===== src/rtl/oai_nm_pipe.sv =====
// Lane-parallel OAI/AOI evaluator behind an elastic valid/ready register pipeline.
// Latency STAGES cycles, 1 beat/cycle; a full pipeline deasserts in_ready combinationally from out_ready.
module oai_nm_pipe #(
  parameter int GROUPS  = 3,
  parameter int GROUP_W = 2,
  parameter int LANES   = 1,
  parameter int STAGES  = 2
) (
  input  logic                              CLK,
  input  logic                              RN,
  input  logic                              in_valid,
  output logic                              in_ready,
  input  logic                              in_mode,
  input  logic [LANES*GROUPS*GROUP_W-1:0]   in_a,
  output logic                              out_valid,
  input  logic                              out_ready,
  output logic [LANES-1:0]                  out_zn,
  output logic                              out_mode
);

  localparam int TW = LANES * GROUPS;

  logic [STAGES-1:0] vld_q;
  logic [STAGES-1:0] mode_q;
  logic [STAGES-1:0] rdy;
  logic [STAGES-1:0] load;
  logic [STAGES-1:0] vld_prev;
  logic [STAGES-1:0] mode_prev;
  logic [TW-1:0]     term_d;

  // Final inversion: NAND of OR terms (OAI) or NOR of AND terms (AOI).
  function automatic logic [LANES-1:0] reduce_terms(input logic [TW-1:0] t, input logic m);
    logic [LANES-1:0] r;
    r = '0;
    for (int l = 0; l < LANES; l++) begin
      r[l] = m ? ~(|t[l*GROUPS +: GROUPS]) : ~(&t[l*GROUPS +: GROUPS]);
    end
    return r;
  endfunction

  always_comb begin
    term_d = '0;
    for (int j = 0; j < TW; j++) begin
      term_d[j] = in_mode ? (&in_a[j*GROUP_W +: GROUP_W]) : (|in_a[j*GROUP_W +: GROUP_W]);
    end
  end

  // A stage is ready if it or any stage downstream of it has a free slot.
  always_comb begin
    rdy = '0;
    for (int k = 0; k < STAGES; k++) begin
      rdy[k] = out_ready;
      for (int j = k; j < STAGES; j++) begin
        if (!vld_q[j]) rdy[k] = 1'b1;
      end
    end
  end

  assign vld_prev  = STAGES'({vld_q, in_valid});
  assign mode_prev = STAGES'({mode_q, in_mode});
  assign load      = rdy & vld_prev;

  always_ff @(posedge CLK or negedge RN) begin
    if (!RN) begin
      vld_q  <= '0;
      mode_q <= '0;
    end else begin
      for (int k = 0; k < STAGES; k++) begin
        if (rdy[k])  vld_q[k]  <= vld_prev[k];
        if (load[k]) mode_q[k] <= mode_prev[k];
      end
    end
  end

  // Data only moves with a valid beat, so out_zn holds across bubbles.
  if (STAGES == 1) begin : g_one
    logic [LANES-1:0] zn_q;

    always_ff @(posedge CLK or negedge RN) begin
      if (!RN) begin
        zn_q <= '0;
      end else if (load[0]) begin
        zn_q <= reduce_terms(term_d, in_mode);
      end
    end

    assign out_zn = zn_q;
  end else begin : g_multi
    logic [TW-1:0]    term_q;
    logic [LANES-1:0] zn_q [STAGES-1];  // entry s belongs to stage s+2

    always_ff @(posedge CLK or negedge RN) begin
      if (!RN) begin
        term_q <= '0;
        for (int s = 0; s < STAGES-1; s++) zn_q[s] <= '0;
      end else begin
        if (load[0]) term_q  <= term_d;
        if (load[1]) zn_q[0] <= reduce_terms(term_q, mode_q[0]);
        for (int s = 1; s < STAGES-1; s++) begin
          if (load[s+1]) zn_q[s] <= zn_q[s-1];
        end
      end
    end

    assign out_zn = zn_q[STAGES-2];
  end

  assign in_ready  = rdy[0];
  assign out_valid = vld_q[STAGES-1];
  assign out_mode  = mode_q[STAGES-1];

endmodule


===== config.mk =====
export PLATFORM = sky130hd
export DESIGN_NAME = oai_nm_pipe
export DESIGN_NICKNAME = d
export VERILOG_FILES = /design/src/rtl/oai_nm_pipe.sv
export SDC_FILE = /design/constraint.sdc
export NUM_CORES = 1
export LEC_CHECK = 0
export BUFFER_PORTS_ARGS = -buffer_cell sky130_fd_sc_hd__buf_2
export CAP_MARGIN = 20
export CORE_AREA = 2 2 39 41
export CTS_CLUSTER_DIAMETER = 200
export DETAILED_ROUTE_END_ITERATION = 7
export DIE_AREA = 0 0 41 43
export GPL_ROUTABILITY_DRIVEN = 0
export SYNTH_ARGS = -nofsm -noshare
export SYNTH_HDL_FRONTEND = slang
export SYNTH_SLANG_ARGS = --single-unit

===== constraint.sdc =====
create_clock -name CLK -period 2.3 [get_ports CLK]
set_input_delay 0.23 -clock CLK [delete_from_list [all_inputs] [get_ports CLK]]
set_output_delay 0.23 -clock CLK [all_outputs]
set_load 0.02 [all_outputs]

# --- After elaboration in Yosys (flattened, before gate mapping) ---
# Cells that the tools add are included.
classes:
  n_mux: 7
  n_bitwise: 3
  n_reduce_logical: 8
op_table:
  columns: ["cell", "count"]
  rows:
  - ["2-to-1 mux 1 bit", 7]
  - ["AND reduction 2 bit", 3]
  - ["OR reduction 2 bit", 3]
  - ["AND reduction 3 bit", 1]
  - ["OR reduction 3 bit", 1]
  - ["bitwise AND 2 bit", 1]
  - ["NOT 1 bit", 2]
totals:
  ff_bits: 8
  input_bits: 11
  word_cells: 24

# --- Logic depth before layout (Yosys ltp) ---
# Gate-level depths: netlist of run 1.
logic_depth:
  ltp_word: 3
  mapped_depth: 3

# --- Worst setup path after synthesis of run 1 ---
# OpenSTA, ideal clock, no wires.
synth_timing:
  path_kind: "reg2reg"
  start: "register vld_q[1]"
  end: "register g_multi.term_q[0]"
  setup_ns: 0.125
  t_arrival_ns: 1.142
  path_slack_ns: 1.033
  stages_incl_launch_ff: 4
  path_buffers: 0
  synth_period_minus_slack_ns: 1.267
  cell_sequence: "dfrtp_1 -> nand3b_2 -> nand2_2 -> mux2_2"
synth_via:
  elab_chain_len: 2
synth_rtl:
  columns: ["item", "line", "text"]
  rows:
  - ["start: declaration", "23", "logic [STAGES-1:0] vld_q;"]
  - ["start signal: indexed assignment", "69", "if (rdy[k]) vld_q[k] <= vld_prev[k];"]
  - ["2-to-1 mux 1 bit", "54", "if (!vld_q[j]) rdy[k] = 1'b1;"]
  - ["net in_ready", "12", "output logic in_ready,"]
  - ["bitwise AND 2 bit", "61", "assign load = rdy & vld_prev;"]
  - ["end signal: assignment", "97", "if (load[0]) term_q <= term_d;"]
  - ["end: declaration", "89", "logic [TW-1:0] term_q;"]
# The timed path passes the listed nets, and every way through them passes these cells.
# A chain may end at the register's enable or synchronous reset.

# --- Worst setup path in the final report of run 1 ---
layout_timing:
  start: "register vld_q[0]"
  end: "output in_ready"
layout_via:
  elab_chain_len: 2
layout_rtl:
  columns: ["item", "line"]
  rows:
  - ["2-to-1 mux 1 bit (2 in a row)", "54"]
  - ["end: declaration", "12"]
# No other way between the ends.

==> results.py, run 1 <==
metrics = {
    "run_status": {
        "run_status": "complete, no violations",
    },
    "timing": {
        "timing.slew.headroom_pct": 87.6,
        "maxClockFrequency_mhz": 859,
        "slew_viol_final": 0,
        "setup_tns_ns": 0,
        "final_period_minus_worst_setup_slack_ns": 1.16,
        "tightestPinTransition_ns": 0.186,
        "setup_skew_ns": 0.00224,
        "timing.final.crit_share_pct": 50.6,
        "finalHoldViolCount": 0,
        "whs_ns": 0.205,
        "grt_setup_unrepaired": "no",
        "finalSetupViolations": 0,
    },
    "logic_synthesis": {
        "netlist_instances": 28,
        "synth.cell_area_sq_um": 364,
        "synth.top_cell.area_share_pct": 55.0,
        "syn_area_per_cell_sq_um": 13.0,
        "ys_seq_elements": 8,
        "synthTopCellsByArea": "sky130_fd_sc_hd__dfrtp_1 (55%), sky130_fd_sc_hd__mux2_2 (12%), sky130_fd_sc_hd__maj3_2 (9.3%)",
        "leading_area_contributor_after_synthesis": "sky130_fd_sc_hd__dfrtp_1",
        "ys_seq_area_share_pct": 55.0,
        "synthesis.nets": 39,
        "synthesis.yosys.warnings": 0,
        "netlist-cell-type-count": 14,
    },
    "clock_tree": {
        "tritoncts": "yes",
        "tritoncts_num_sinks": 8,
        "path_clk_slew_ns": 0.05,
        "cts_setup_buffers": 0,
        "htree_levels": 1,
        "cts_inserted_buffers": 3,
        "cell_chosen_for_the_clock_root": "sky130_fd_sc_hd__clkbuf_4",
        "cts.path.max_buffers": 2,
        "insertion_delay_ns": 0.24,
        "cts.repair.resized": 0,
        "hold_buf_cts": 1,
    },
    "cells_and_area": {
        "synthToLayoutAreaGrowth_pct": 33.7,
        "antenna_cells": 0,
        "drive_above_1_share_pct": 58.7,
        "finish.net_count": 59,
        "fillCellCount": 142,
        "finish.cell_count_without_fillers": 62,
    },
    "setup_path": {
        "r2r_cells": 3,
        "arrival_ns": 0.93,
        "timing.critical_path.buf_inv": 1,
        "critical_path.reg2reg.endpoint": "g_multi.term_q[0]",
        "criticalPathCategory": "reg2out",
        "timing.critical_path.slowest_stage_cell": "sky130_fd_sc_hd__dfrtp_1",
        "worst_path_largest_cell_delay_ns": 0.40,
        "crit_path_cell_trace": "nand3b_2, buf_2",
        "crit_start": "vld_q[0]",
        "reg2reg_setup_slack_ns": 1.22,
        "endpoint_kind": "output port",
        "regToRegStartpoint": "vld_q[0]",
        "timing.critical_path.fanout_max": 4,
        "cpLargestDelayFamily": "flip-flops",
        "worstSetupPathDepth": 2,
        "endpoint": "in_ready",
        "crit_required_ns": 2.07,
        "setup.worst_path.start_class": "flop",
    },
    "die": {
        "die_width_microns": 41,
        "placement_rows": 14,
        "start_util_pct": 26.3,
        "placeableCoreArea_sq_mm": 0.00138,
        "design.die.area_sq_mm": 0.00176,
        "io-pin-count": 15,
        "die_height_microns": 43,
    },
    "global_route": {
        "grt_first_pass_wirelength_microns": 1010,
        "largest_net_degree_at_the_start_of_global_routing": 9,
        "antenna_found_initial": 0,
        "grt_util_all_layers_pct": 8.70,
        "grt_remaining_overflow": 0,
        "number_of_global_route_vias_before_repair": 279,
    },
    "detailed_routing": {
        "antenna_violating_nets_post_route": 0,
        "final_routed_wire_length_divided_by_cell_count_microns": 9.60,
        "detail_route.iter0.violations": 1,
        "via_count_of_the_routed_design": 263,
        "viasPerCell": 4.24,
        "detail_route.drc_violations": 0,
        "wirelength_microns": 595,
        "dr.pass1.iters": 2,
    },
    "run": {
        "cap_viol_max_count": 0,
    },
    "place": {
        "place_hpwl_microns": 510,
        "dpl.cell_count": 58,
        "port_buffers": 14,
    },
    "power": {
        "report.power.total_uw": 365,
        "worst_ir_drop_vdd_mv": 0.248,
        "power_per_cell_area_mw_per_mm2": 750,
        "power.leakage_nw": 0.228,
    },
    "min_path": {
        "hold_path.class": "in2reg",
    },
}
## registers in the layout, indices dropped and copies added, names as in the netlist
name / count
g_multi.term_q: 3
mode_q: 2
out_zn: 1
vld_q: 2
## worst register-to-register path, delay by kind of cell (launching register included)
family | cells | cell delay [ns]
DFF | 1 | 0.38
muxes | 1 | 0.34
and+or+nand+nor | 2 | 0.25
## synthesized netlist by cell type
| library cell | number |
|---|---|
| sky130_fd_sc_hd__a21oi_1 | 1 |
| sky130_fd_sc_hd__dfrtp_1 | 8 |
| sky130_fd_sc_hd__mux2_1 | 1 |
| sky130_fd_sc_hd__nand2_1 | 1 |
| sky130_fd_sc_hd__inv_2 | 1 |
| sky130_fd_sc_hd__nor2b_1 | 1 |
| sky130_fd_sc_hd__nand2b_1 | 3 |
| sky130_fd_sc_hd__o2bb2ai_1 | 1 |
| sky130_fd_sc_hd__maj3_2 | 3 |
| sky130_fd_sc_hd__o21ai_0 | 1 |
| sky130_fd_sc_hd__mux2_2 | 4 |
| sky130_fd_sc_hd__nand2_2 | 1 |
| sky130_fd_sc_hd__nand3b_2 | 1 |
| sky130_fd_sc_hd__nand3_1 | 1 |
## metal layers
layer	vias to the layer above	GRT usage (%)	wire, microns
li1	136	-	-
met1	113	10.9	277
met2	14	11.9	241
met3	0	3.14	76
met4	0	6.00	0
met5	-	0	0
## stage by stage
stage / utilization, % / area (sq um) / worst slack [ns]
floorplan: - / 364 / 1.03
global placement: 32.8 / 454 / 1.16
detailed placement: 32.8 / 454 / 1.16
global route: 35.2 / 487 / 1.07
CTS: 35.2 / 487 / 1.11
finish: 35.2 / 487 / 1.14
## report_power, final
group          internal, mW  switching, mW
combinational        0.0426         0.0417
clock                0.0593         0.0420
sequential            0.165         0.0144
total                 0.267         0.0981
## kinds of logic after synthesis
kind of cell | Yosys count | share of synthesized area (%)
multiplexers | 5 | 15.5
flip-flops | 8 | 55.0
AND/OR/NAND/NOR | 8 | 14.1
adder cells (fa/ha/maj) | 3 | 9.28
AO/OA/AOI/OAI | 3 | 5.15
buffers and inverters | 1 | 1.03
## area by class of cell
cell class / count / area, sq um / area share (%)
Clock buffer: 3 / 22.5 / 4.63
Tap cell: 16 / 20.0 / 4.11
Inverter: 1 / 3.75 / 0.771
Sequential cell: 8 / 200 / 41.1
Multi-Input combinational cell: 19 / 160 / 32.9
Timing Repair Buffer: 15 / 80.1 / 16.5
## layout by cell type (no fill, tap or decap)
cell type and count:
sky130_fd_sc_hd__nand2_2 1, sky130_fd_sc_hd__nand3_1 1, sky130_fd_sc_hd__o21ai_0 1, sky130_fd_sc_hd__o2bb2ai_1 1, sky130_fd_sc_hd__nand2_1 1, sky130_fd_sc_hd__maj3_2 3
sky130_fd_sc_hd__buf_2 14, sky130_fd_sc_hd__clkbuf_4 3, sky130_fd_sc_hd__dfrtp_1 8, sky130_fd_sc_hd__dlygate4sd3_1 1, sky130_fd_sc_hd__mux2_2 4, sky130_fd_sc_hd__nand3b_2 1
sky130_fd_sc_hd__nor2b_1 1, sky130_fd_sc_hd__inv_2 1, sky130_fd_sc_hd__a21oi_1 1, sky130_fd_sc_hd__mux2_1 1, sky130_fd_sc_hd__nand2b_1 3
## how the worst min path moves through the flow
| stage | startpoint | slack [ns] | depth (start not counted) | end |
|---|---|---|---|---|
| 2_1_floorplan | RN | -0.07 | 0 | g_multi.term_q[0] |
| 3_3_place_gp | RN | 0.08 | 1 | out_zn |
| 3_5_place_dp | RN | 0.08 | 1 | mode_q[1] |
| 4_1_cts | in_valid | 0.20 | 2 | vld_q[0] |
| 5_1_grt | in_valid | 0.20 | 2 | vld_q[0] |
| 6_report | in_valid | 0.20 | 2 | vld_q[0] |
Power figures use the tool's default switching activity.
==> run 2: changes to the inputs <==
==> constraint.sdc (replaced) <==
create_clock -name CLK -period 1.17 [get_ports CLK]
set_input_delay 0.117 -clock CLK [delete_from_list [all_inputs] [get_ports CLK]]
set_output_delay 0.117 -clock CLK [all_outputs]
set_load 0.02 [all_outputs]
==> run 2 against run 1 <==
Register-to-register slack worse by 1.1 ns. Sequential share of layout area is 0.88 points lower. Combinational power is 99% higher. Routed wire length is 11% higher. Setup slack worse by 1.0 ns. First-iteration DRC count is 100% higher. Critical path type is now reg2reg.
==> results.py, run 2 (synthesized netlist as in run 1, its figures left out) <==
metrics = {
    "detailed_routing": {
        "dr.pass1.iters": 3,
        "detail_route.iter0.violations": 2,
        "detail_route.drc_violations": 0,
        "final_routed_wire_length_divided_by_cell_count_microns": 10.4,
        "viasPerCell": 4.21,
        "wirelength_microns": 658,
        "antenna_violating_nets_post_route": 0,
        "via_count_of_the_routed_design": 265,
    },
    "cells_and_area": {
        "layout_common_cells": "sky130_fd_sc_hd__buf_2 (14), sky130_fd_sc_hd__dfrtp_1 (7), sky130_fd_sc_hd__mux2_2 (4)",
        "max_flop_register": "g_multi.term_q",
        "mostFrequentLayoutCell": "sky130_fd_sc_hd__buf_2",
        "synthToLayoutAreaGrowth_pct": 37.5,
        "largest_register_ff_count": 3,
        "fillCellCount": 146,
        "top_regs": "g_multi.term_q: 3 flops, mode_q: 2 flops, vld_q: 2 flops",
        "postLayoutCoreUtil_pct": 36.2,
        "antenna_cells": 0,
        "drive_above_1_share_pct": 59.6,
        "finish.net_count": 59,
    },
    "setup_path": {
        "endpoint_kind": "flop",
        "timing.critical_path.slowest_stage_cell": "sky130_fd_sc_hd__dfrtp_1",
        "setup.worst_path.start_class": "flop",
        "cpLargestDelayFamily": "flip-flops",
        "crit_required_ns": 1.30,
        "arrival_ns": 1.22,
        "timing.critical_path.fanout_max": 4,
        "criticalPathCategory": "reg2reg",
        "timing.critical_path.buf_inv": 0,
        "worst_path_largest_cell_delay_ns": 0.41,
        "crit_path_cell_trace": "nand3b_4, nand2_2, mux2_2",
    },
    "timing": {
        "finalHoldViolCount": 0,
        "tightestPinTransition_ns": 0.182,
        "maxClockFrequency_mhz": 923,
        "slew_viol_final": 0,
        "timing.slew.headroom_pct": 87.8,
        "finalSetupViolations": 0,
        "setup_tns_ns": 0,
        "grt_setup_unrepaired": "no",
        "setup_skew_ns": 0.00458,
        "final_period_minus_worst_setup_slack_ns": 1.08,
        "timing.final.crit_share_pct": 92.6,
        "whs_ns": 0.0776,
    },
    "run": {
        "cap_viol_max_count": 0,
    },
    "power": {
        "power.leakage_nw": 0.234,
        "worst_ir_drop_vdd_mv": 0.511,
        "power_per_cell_area_mw_per_mm2": 1500,
    },
    "clock_tree": {
        "tritoncts_num_sinks": 8,
        "cts_setup_buffers": 0,
        "cts.path.max_buffers": 2,
        "htree_levels": 1,
        "cell_chosen_for_the_clock_root": "sky130_fd_sc_hd__clkbuf_4",
        "insertion_delay_ns": 0.25,
        "path_clk_slew_ns": 0.06,
        "tritoncts": "yes",
        "cts_inserted_buffers": 3,
        "cts.repair.resized": 0,
    },
    "min_path": {
        "hold_path.class": "in2reg",
    },
    "die": {
        "placement_rows": 14,
        "die_height_microns": 43,
        "io-pin-count": 15,
        "start_util_pct": 26.3,
        "design.die.area_sq_mm": 0.00176,
        "die_width_microns": 41,
        "placeableCoreArea_sq_mm": 0.00138,
    },
    "place": {
        "place_hpwl_microns": 534,
        "port_buffers": 14,
    },
    "global_route": {
        "peak_usage_layer_in_the_global_routing_report": "met2",
        "antenna_found_initial": 0,
        "largest_net_degree_at_the_start_of_global_routing": 9,
        "grt_first_pass_wirelength_microns": 966,
        "grt_remaining_overflow": 0,
        "grtUsageMet2_pct": 12.2,
        "grt_util_all_layers_pct": 8.92,
        "globalRouteMet1Util_pct": 9.27,
        "number_of_global_route_vias_before_repair": 263,
        "use_met3_pct": 3.14,
    },
    "run_status": {
        "run_status": "complete, no violations",
    },
}
-- run 2: area by class of cell --
type / count / area [sq um] / area share [%]
clock buffers: 4 / 26.3 / 5.25
flip-flops and latches: 8 / 201 / 40.2
repair buffers: 15 / 80.1 / 16.0
inverters: 1 / 3.75 / 0.750
multi-input cells: 19 / 169 / 33.8
well taps: 16 / 20.0 / 4.00
-- run 2: layer usage --
metal | vias up | wire (microns)
met5 | - | 0
met4 | 0 | 0
met3 | 0 | 74
met2 | 14 | 285
met1 | 116 | 297
li1 | 135 | -
-- run 2: where the power goes --
group / switching [mW] / internal, mW / total, mW / leakage [nW]
Clock: 0.0942 / 0.130 / 0.225 / 0.0150
Combinational: 0.0822 / 0.0858 / 0.168 / 0.128
Sequential: 0.0322 / 0.325 / 0.357 / 0.0914
-- run 2: final timing paths --
path                               start                end  slack (ns)  depth (start not counted)
worst max-delay path            vld_q[0]  g_multi.term_q[0]        0.09                          3
worst min-delay path            in_valid           vld_q[0]        0.08                          2
worst max register to register  vld_q[0]  g_multi.term_q[0]        0.09                          3
worst min register to register    out_zn             out_zn        0.50                          1
max in group asynchronous             RN           vld_q[1]        0.76                          2
min in group asynchronous             RN  g_multi.term_q[2]        0.23                          2
-- run 2: stage by stage --
| stage | instance area, sq um | cells | total power, mW | setup slack (ns) |
|---|---|---|---|---|
| floorplan | 374 | 28 | 0.465 | 0.0260 |
| global placement | 464 | 58 | 0.525 | 0.112 |
| detailed placement | 464 | 58 | 0.531 | 0.0932 |
| CTS | 500 | 63 | 0.769 | 0.0737 |
| global route | 500 | 63 | 0.803 | 0.0248 |
| finish | 500 | 63 | 0.750 | 0.0861 |
-- run 2: repair_timing --
item / in CTS / in global routing
endpoints found under the hold margin: 8 / 0
endpoints found under the setup margin: 0 / 0
hold buffers: 1 / 0
==> run 3: changes to the inputs <==
--- a/config.mk
+++ b/config.mk
@@ -12,6 +12,7 @@
 export DETAILED_ROUTE_END_ITERATION = 7
 export DIE_AREA = 0 0 41 43
 export GPL_ROUTABILITY_DRIVEN = 0
+export GPL_TIMING_DRIVEN = 0
 export SYNTH_ARGS = -nofsm -noshare
 export SYNTH_HDL_FRONTEND = slang
 export SYNTH_SLANG_ARGS = --single-unit
==> run 3 against run 2 <==
Critical path depth unchanged. Die area did not move. Non-clock buffer count unchanged. Via count up 4.2%. Combinational power about the same. Highest routed layer unchanged.
==> results.py, run 3 (synthesized netlist as in run 1, its figures left out) <==
metrics = {
    "setup_path": {
        "arrival_ns": 1.20,
        "timing.critical_path.slowest_stage_cell": "sky130_fd_sc_hd__dfrtp_2",
        "timing.critical_path.buf_inv": 0,
        "endpoint_kind": "flop",
        "timing.critical_path.fanout_max": 4,
        "criticalPathCategory": "reg2reg",
        "crit_required_ns": 1.30,
        "reg2reg_setup_slack_ns": 0.10,
        "r2r_cells": 3,
        "endpoint": "g_multi.term_q[0]",
        "setup.worst_path.start_class": "flop",
        "regToRegStartpoint": "vld_q[0]",
        "cpLargestDelayFamily": "flip-flops",
        "crit_path_cell_trace": "nand3b_4, nand2_2, mux2_2",
        "critical_path.reg2reg.endpoint": "g_multi.term_q[0]",
        "crit_start": "vld_q[0]",
        "worst_path_largest_cell_delay_ns": 0.40,
        "worstSetupPathDepth": 3,
    },
    "global_route": {
        "antenna_found_initial": 0,
        "grtUsageMet2_pct": 13.1,
        "grt_util_all_layers_pct": 9.09,
        "largest_net_degree_at_the_start_of_global_routing": 9,
        "use_met3_pct": 3.14,
        "peak_usage_layer_in_the_global_routing_report": "met2",
        "number_of_global_route_vias_before_repair": 278,
        "grt_remaining_overflow": 0,
        "globalRouteMet1Util_pct": 10.8,
        "grt_first_pass_wirelength_microns": 1060,
    },
    "cells_and_area": {
        "finish.net_count": 59,
        "drive_above_1_share_pct": 61.7,
        "layout_common_cells": "sky130_fd_sc_hd__buf_2 (14), sky130_fd_sc_hd__dfrtp_1 (6), sky130_fd_sc_hd__mux2_2 (4)",
        "mostFrequentLayoutCell": "sky130_fd_sc_hd__buf_2",
        "synthToLayoutAreaGrowth_pct": 37.8,
        "largest_register_ff_count": 3,
        "max_flop_register": "g_multi.term_q",
        "top_regs": "g_multi.term_q: 3 flops, mode_q: 2 flops, vld_q: 2 flops",
        "finish.cell_count_without_fillers": 63,
        "antenna_cells": 0,
    },
    "timing": {
        "setup_tns_ns": 0,
        "slew_viol_final": 0,
        "tightestPinTransition_ns": 0.189,
        "timing.final.crit_share_pct": 91.2,
        "finalSetupViolations": 0,
        "grt_setup_unrepaired": "no",
        "timing.slew.headroom_pct": 87.4,
        "maxClockFrequency_mhz": 937,
        "finalWorstSetupSlack_ns": 0.103,
        "setup_skew_ns": 0.00468,
        "final_period_minus_worst_setup_slack_ns": 1.07,
        "finalHoldViolCount": 0,
    },
    "clock_tree": {
        "htree_levels": 1,
        "insertion_delay_ns": 0.25,
        "cell_chosen_for_the_clock_root": "sky130_fd_sc_hd__clkbuf_4",
        "cts_inserted_buffers": 3,
        "tritoncts": "yes",
        "cts_setup_buffers": 0,
        "tritoncts_num_sinks": 8,
        "cts.path.max_buffers": 2,
        "path_clk_slew_ns": 0.06,
    },
    "detailed_routing": {
        "detail_route.drc_violations": 0,
        "antenna_violating_nets_post_route": 0,
        "viasPerCell": 4.38,
        "dr.pass1.iters": 4,
        "final_routed_wire_length_divided_by_cell_count_microns": 10.4,
        "detail_route.iter0.violations": 1,
        "wirelength_microns": 657,
        "via_count_of_the_routed_design": 276,
    },
    "place": {
        "port_buffers": 14,
        "dpl.cell_count": 58,
        "dpl_worst_slack_ns": 0.0639,
    },
    "run_status": {
        "run_status": "complete, no violations",
    },
    "die": {
        "placeableCoreArea_sq_mm": 0.00138,
        "design.die.area_sq_mm": 0.00176,
        "io-pin-count": 15,
        "start_util_pct": 26.3,
        "die_width_microns": 41,
        "die_height_microns": 43,
        "placement_rows": 14,
    },
    "power": {
        "worst_ir_drop_vdd_mv": 0.604,
        "power.leakage_nw": 0.233,
        "power_per_cell_area_mw_per_mm2": 1500,
    },
    "min_path": {
        "hold_path.class": "in2reg",
    },
    "run": {
        "cap_viol_max_count": 0,
    },
}
==> run 3: area by class of cell <==
type	count	area (sq um)
clock buffers	4	26.3
fillers	142	882
inverters	1	3.75
multi-input cells	19	169
flip-flops and latches	8	203
well taps	16	20.0
repair buffers	15	80.1
==> run 3: stage by stage <==
stage          hold WS (ns)  power [mW]  utilization [%]  cell area, sq um
3_5_place_dp        -0.0264       0.531             33.5               464
2_1_floorplan        -0.179       0.465                -               374
5_1_grt              0.0908       0.803             36.3               502
6_report             0.0806       0.752             36.3               502
3_3_place_gp        -0.0325       0.523             33.5               464
4_1_cts              0.0728       0.770             36.2               500
==> run 3: power breakdown <==
part	internal, mW	switching [mW]
logic	0.0858	0.0819
registers	0.325	0.0324
clock network	0.131	0.0961
==> run 3: timing repair <==
item | in CTS | in global routing
endpoints found under the hold margin | 8 | 0
resized for setup | 0 | 1
setup endpoints to repair | 0 | 2
hold buffers | 1 | 0
==> run 3: worst reg2reg max path: stages (launching register included) <==
cell	delay, ns
sky130_fd_sc_hd__dfrtp_2	0.40
sky130_fd_sc_hd__nand3b_4	0.09
sky130_fd_sc_hd__nand2_2	0.12
sky130_fd_sc_hd__mux2_2	0.34
==> run 3: how the worst min path moves through the flow <==
| stage | start | to | slack (ns) | depth (start not counted) |
|---|---|---|---|---|
| floorplan | RN | g_multi.term_q[0] | -0.18 | 0 |
| global placement | RN | out_zn | -0.03 | 1 |
| detailed placement | RN | out_zn | -0.03 | 1 |
| CTS | in_valid | vld_q[0] | 0.07 | 2 |
| global route | in_valid | vld_q[0] | 0.09 | 2 |
| finish | in_valid | vld_q[0] | 0.08 | 2 |
==> run 3: per-layer routing <==
layer | part of all wire [%] | up-vias
li1 | - | 138
met1 | 45 | 122
met2 | 45 | 16
met3 | 10 | 0
met4 | 0 | 0
met5 | 0 | -
